File: config.mk
export PLATFORM = sky130hd
export DESIGN_NAME = addsub_issue_queue
export DESIGN_NICKNAME = d
export VERILOG_FILES = /design/src/rtl/addsub_issue_queue.sv
export SDC_FILE = /design/constraint.sdc
export NUM_CORES = 1
export LEC_CHECK = 0
export BUFFER_PORTS_ARGS = -buffer_cell sky130_fd_sc_hd__clkbuf_2
export CORE_ASPECT_RATIO = 2
export CORE_MARGIN = 2
export CORE_UTILIZATION = 58
export DETAILED_ROUTE_END_ITERATION = 10
export GPL_TIMING_DRIVEN = 1
export PLACE_DENSITY = 0.81
export SYNTH_ARGS = -nofsm -noshare
export SYNTH_HDL_FRONTEND = slang
export SYNTH_SLANG_ARGS = --single-unit
export TNS_END_PERCENT = 100
File: constraint.sdc
create_clock -name clk -period 3.4 [get_ports clk]
set_clock_uncertainty 0.2 [all_clocks]
set_input_delay 0.34 -clock clk [delete_from_list [all_inputs] [get_ports clk]]
set_output_delay 0.34 -clock clk [all_outputs]
set_load 0.1 [all_outputs]
File: src/rtl/addsub_issue_queue.sv
// addsub_issue_queue: request FIFO feeding an external 16-bit adder-subtractor, one-entry response register.
// Latency: a request accepted at edge N into an empty queue shows rsp_valid after edge N+1; 1 result/cycle sustained.
// Backpressure: req_ready = !fifo_full (no bypass); the response register holds while rsp_valid && !rsp_ready.
// Optional feature macro: ADDSUB_STICKY_FLAGS_EN adds clr_sticky / sticky_over / sticky_carry.

// Generic synchronous FIFO with a combinational head output.
module addsub_fifo #(
  parameter int WIDTH = 33,
  parameter int DEPTH = 4
) (
  input  logic             clk,
  input  logic             rst_n,
  input  logic             push_vld,
  input  logic [WIDTH-1:0] push_dat,
  input  logic             pop_vld,
  output logic [WIDTH-1:0] head_dat,
  output logic             empty,
  output logic             full
);
  localparam int PW = (DEPTH > 1) ? $clog2(DEPTH) : 1;
  localparam int CW = $clog2(DEPTH + 1);

  logic [WIDTH-1:0] mem [DEPTH];
  logic [PW-1:0]    wr_ptr;
  logic [PW-1:0]    rd_ptr;
  logic [CW-1:0]    count;
  logic             do_push;
  logic             do_pop;

  assign empty    = (count == '0);
  assign full     = (count == CW'(DEPTH));
  assign do_push  = push_vld && !full;
  assign do_pop   = pop_vld && !empty;
  assign head_dat = mem[rd_ptr];

  // Storage write; contents need no reset because count gates visibility.
  always_ff @(posedge clk) begin
    if (do_push) mem[wr_ptr] <= push_dat;
  end

  // Pointers wrap naturally since DEPTH is a power of two; count holds on push+pop.
  always_ff @(posedge clk or negedge rst_n) begin
    if (!rst_n) begin
      wr_ptr <= '0;
      rd_ptr <= '0;
      count  <= '0;
    end else begin
      if (do_push) wr_ptr <= wr_ptr + PW'(1);
      if (do_pop)  rd_ptr <= rd_ptr + PW'(1);
      if (do_push && !do_pop)      count <= count + CW'(1);
      else if (do_pop && !do_push) count <= count - CW'(1);
    end
  end
endmodule

module addsub_issue_queue #(
  parameter int DEPTH = 4
) (
  input  logic        clk,
  input  logic        rst_n,
  input  logic        req_valid,
  output logic        req_ready,
  input  logic [15:0] req_a,
  input  logic [15:0] req_b,
  input  logic        req_sub,
  output logic [15:0] op1,
  output logic [15:0] op2,
  output logic        Op,
  input  logic [15:0] Out,
  input  logic        over,
  input  logic        carry,
  output logic        rsp_valid,
  input  logic        rsp_ready,
  output logic [15:0] rsp_data,
  output logic        rsp_over,
  output logic        rsp_carry,
  output logic [7:0]  rsp_tag
`ifdef ADDSUB_STICKY_FLAGS_EN
  ,
  input  logic        clr_sticky,
  output logic        sticky_over,
  output logic        sticky_carry
`endif
);
  typedef struct packed {
    logic [15:0] a;
    logic [15:0] b;
    logic        sub;
  } req_t;

  typedef enum logic {ST_EMPTY, ST_HOLD} state_t;

  state_t state;
  state_t state_nxt;
  req_t   push_req;
  req_t   head_req;
  logic   fifo_empty;
  logic   fifo_full;
  logic   issue;
  logic [7:0] issue_cnt;

  assign push_req  = '{a: req_a, b: req_b, sub: req_sub};
  assign req_ready = !fifo_full;
  assign issue     = !fifo_empty && (!rsp_valid || rsp_ready);

  addsub_fifo #(.WIDTH($bits(req_t)), .DEPTH(DEPTH)) u_fifo (
    .clk      (clk),
    .rst_n    (rst_n),
    .push_vld (req_valid),
    .push_dat (push_req),
    .pop_vld  (issue),
    .head_dat (head_req),
    .empty    (fifo_empty),
    .full     (fifo_full)
  );

  // Head operands go straight to the arithmetic unit; forced to zero when nothing is queued.
  assign op1 = fifo_empty ? 16'h0000 : head_req.a;
  assign op2 = fifo_empty ? 16'h0000 : head_req.b;
  assign Op  = fifo_empty ? 1'b0     : head_req.sub;

  // Output-side state register.
  always_ff @(posedge clk or negedge rst_n) begin
    if (!rst_n) state <= ST_EMPTY;
    else        state <= state_nxt;
  end

  // Next state: fill on issue, empty only on a drain without a replacement issue.
  always_comb begin
    state_nxt = state;
    rsp_valid = (state == ST_HOLD);
    case (state)
      ST_EMPTY: if (issue) state_nxt = ST_HOLD;
      ST_HOLD:  if (rsp_ready && !issue) state_nxt = ST_EMPTY;
      default:  state_nxt = ST_EMPTY;
    endcase
  end

  // Capture the adder result and tag on every issue; otherwise hold stable.
  always_ff @(posedge clk or negedge rst_n) begin
    if (!rst_n) begin
      rsp_data  <= 16'h0000;
      rsp_over  <= 1'b0;
      rsp_carry <= 1'b0;
      rsp_tag   <= 8'h00;
      issue_cnt <= 8'h00;
    end else if (issue) begin
      rsp_data  <= Out;
      rsp_over  <= over;
      rsp_carry <= carry;
      rsp_tag   <= issue_cnt;
      issue_cnt <= issue_cnt + 8'h01;
    end
  end

`ifdef ADDSUB_STICKY_FLAGS_EN
  // Sticky flags accumulate issued over/carry; a same-cycle set beats the clear.
  always_ff @(posedge clk or negedge rst_n) begin
    if (!rst_n) begin
      sticky_over  <= 1'b0;
      sticky_carry <= 1'b0;
    end else begin
      if (issue && over)   sticky_over  <= 1'b1;
      else if (clr_sticky) sticky_over  <= 1'b0;
      if (issue && carry)  sticky_carry <= 1'b1;
      else if (clr_sticky) sticky_carry <= 1'b0;
    end
  end
`endif
endmodule

==> summary by stage <==
Outcome
The run finished with clean final reports.

Yosys
Synthesis produced a netlist with a net count of 392. The register bit total from synthesis is 174. After synthesis, flip-flops and latches occupy 73.2% of the total area.

The number of different library cells used by synthesis comes to 27. The synthesized design spends more area on one cell type than any other, namely sky130_fd_sc_hd__edfxtp_1. The average instance in the mapped netlist occupies a little over 20 µm². Summed over its instances, the top area cell type makes up between 50% and 60% of the synthesized netlist area. Summing every instance area after synthesis gives 6850 µm². Sorting the synthesized cells by area gives the leading types as sky130_fd_sc_hd__edfxtp_1, sky130_fd_sc_hd__dfrtp_1, sky130_fd_sc_hd__mux4_2. The count of yosys warnings during synthesis is 0. Synthesis produced a netlist whose cell count is 330.

Worst setup path
The buffers plus inverters on the worst setup path is 2. STA classifies the critical path startpoint as a register. The signal on the critical path passes through buf_4 > mux4_2 > nor2b_1 > clkbuf_2. STA classifies the critical path endpoint as an output port. For the worst setup path, the data required time is 2.86 ns.

Data arrives at the worst endpoint at 2.28 ns. The worst setup path is of the reg2out kind. The largest individual stage delay along the critical path comes from the cell sky130_fd_sc_hd__dfrtp_2.

The largest single stage delay on the critical path is 0.56 ns. Among cell families on the critical path, the largest total delay comes from buffers and inverters. The biggest fanout along the worst timing path is 22.

Layout
Cells with a size suffix above 1 make up between 40% and 50% of the layout. After filler insertion, the fill cell instance count of the layout stands at 687. Once layout is complete, the utilization of the core stands at between 70% and 80%. 0 antenna diodes ended up in the layout.

In the layout the commonest cells are sky130_fd_sc_hd__edfxtp_1, sky130_fd_sc_hd__clkbuf_2, sky130_fd_sc_hd__dlygate4sd3_1, sky130_fd_sc_hd__dfrtp_1, sky130_fd_sc_hd__mux4_2. In the final design database the tool counted roughly 570 nets. The count of non-filler cells in the finished layout is 665.

The area growth from synthesis to layout is 26.5%. The most common cell after layout, fill and taps aside is sky130_fd_sc_hd__edfxtp_1.

Min path
The path class of the lowest-slack min-delay path is in2reg.

Route
The first-iteration detailed-routing DRC count is 176. The vias per cell is 5.32. The first-pass iteration count of the detailed router is 4. The final wirelength is 12,400 µm. The routed layout has approximately 3,500 vias. Once detail routing completed, the nets flagged for antenna violations numbered 0. The detailed-route DRC error count is 0. The wire length per cell after detailed routing is between 15 and 20 µm.

Timing
For the pin with the worst max-slew slack, the measured transition is 1.02 ns. Static timing analysis puts the maximum clock frequency at 0.355 GHz. In the post-route analysis, the smallest setup slack over all paths is 0.584 ns. Setup repair after global routing left no endpoint under its margin. In the finished design, the share of the clock period the worst path needs comes to 82.8%. Headroom to the max-slew limit came out at about 32%.

The clock period minus final worst setup slack is 2.82 ns. Setup violations remaining at the end of the flow were counted as 0. For the final routed database, the setup TNS stands at 0 ns.

The count of final max-slew check failures is 0. The number of endpoints with negative hold slack in the final report was 0.

Global route
Entering global routing, the biggest net connects 43 pins. Global routing finished with a remaining overflow of 0. The via count of the first global-routing pass is 3,863.

Global routing consumed, over all layers together, 20.9% of the routing resources. The initial antenna violation count is 0. The first global-routing pass estimated 19,500 µm of wire.

Job
The tool flagged a number of max-cap violations equal to 0.

Die
The area inside the core boundary is 11,600 µm². From left edge to right edge, the die measures 80.8 µm. The floorplan has 56 rows. Pin placement for this block handled 116 I/O pins. The overall die height is 158 µm. The floorplan die area is 12,700 µm². Once the floorplan was initialized, standard cells occupied 58.9% of the core.

CTS
The clock tree synthesis step divided the H-tree into 4 levels. The clock edge transition at the registers on the reported setup and hold paths is 0.06 ns. The clock reaches the later pin of the worst-skew pair after 0.40 ns. Buffers added to address setup during post-CTS repair amount to 0. The tree is rooted in a sky130_fd_sc_hd__clkbuf_16. The number of clock sinks seen by CTS is approximately 170. The maximum clock path buffer count is 2. Gates resized during post-CTS repair numbered 0.

The hold buffer count at cts is 53. TritonCTS created 17 clock buffers. TritonCTS built the clock tree.

Placed design
Buffers placed on the I/O ports in this run total 115. Detailed placement finished with a half-perimeter wire length of 7330 µm. The weighted congestion at the end of routability-driven global placement is 0.683.

Before CTS, the worst setup slack after placement is 1.02 ns. The cell total after placement is 580.
-- stage by stage --
stage	hold slack [ns]	instance area [µm²]
after detailed placement	0.270	7550
after floorplan	-0.156	6850
after global placement	0.266	7550
after global routing	0.241	8660
after CTS	0.199	8660
final	0.208	8660
-- registers in the layout, indices dropped and copies added, names as in the netlist --
register	count
rsp_carry	1
rsp_over	1
u_fifo.mem	132
u_fifo.rd_ptr	2
rsp_valid	1
issue_cnt	8
u_fifo.wr_ptr	2
rsp_data	16
u_fifo.count	3
rsp_tag	8
-- cell type report --
class,instances,area [µm²],share of cell area [%]
multi-input combinational,136,1710,19.7
timing repair buffer,172,1150,13.3
tap,145,181,2.09
inverter,6,22.5,0.260
sequential,174,5020,57.9
clock inverter,12,138,1.59
clock buffer,20,447,5.16
-- cells in the mapped netlist, drive strengths merged --
master / instances
a21oi: 1
and2: 3
fa: 1
mux2: 29
nor2: 2
nor3: 1
o21ai: 1
edfxtp: 132
nand4: 2
nand2: 3
nor2b: 31
nand3: 3
inv: 6
buf: 11
and3: 5
ha: 6
xor2: 4
clkbuf: 3
mux4: 33
dfrtp: 42
and2b: 2
xnor2: 9
-- metal layers --
| layer | part of all wire [%] | track usage (%) | vias to the layer above |
|---|---|---|---|
| met5 | 0 | 0 | - |
| li1 | - | - | 1626 |
| met1 | 37 | 24.9 | 1780 |
| met2 | 56 | 36.2 | 123 |
| met4 | 1.2 | 6.38 | 0 |
| met3 | 5.6 | 6.27 | 12 |
-- logic make-up after synthesis --
family,Yosys count,synth area share [%]
flops,174,73.2
xor+xnor,13,1.66
buf+inv,20,1.88
fa+ha+maj,7,1.39
compound gates,2,0.311
simple gates,52,4.79
mux,62,16.7
-- worst reg2reg max path, cell delays in order, from the launching register on --
cell and delay [ns]:
sky130_fd_sc_hd__dfrtp_1 0.48, sky130_fd_sc_hd__nor2_1 0.08, sky130_fd_sc_hd__nand2_1 0.16, sky130_fd_sc_hd__and2_0 0.25, sky130_fd_sc_hd__ha_1 0.24, sky130_fd_sc_hd__inv_1 0.07
sky130_fd_sc_hd__fa_1 0.37, sky130_fd_sc_hd__xor2_1 0.15, sky130_fd_sc_hd__nor2_1 0.15, sky130_fd_sc_hd__xor2_1 0.16
-- final timing paths --
path / end / depth (start not counted) / from / slack (ns)
min in group asynchronous: issue_cnt[1]$_DFFE_PN0P_ / 2 / rst_n / 0.44
hold reg to reg: issue_cnt[7]$_DFFE_PN0P_ / 1 / issue_cnt[7]$_DFFE_PN0P_ / 0.29
setup / recovery: op1[1] / 4 / u_fifo.rd_ptr[1]$_DFFE_PN0P_ / 0.58
max in group asynchronous: u_fifo.rd_ptr[0]$_DFFE_PN0P_ / 2 / rst_n / 1.88
setup reg to reg: u_fifo.count[2]$_DFFE_PN0P_ / 9 / u_fifo.count[0]$_DFFE_PN0P_ / 1.00
hold / removal: u_fifo.wr_ptr[0]$_DFFE_PN0P_ / 3 / req_valid / 0.21
Power is not shown: default switching activity piles up to over one toggle a cycle in this logic, so the estimate is an artifact.
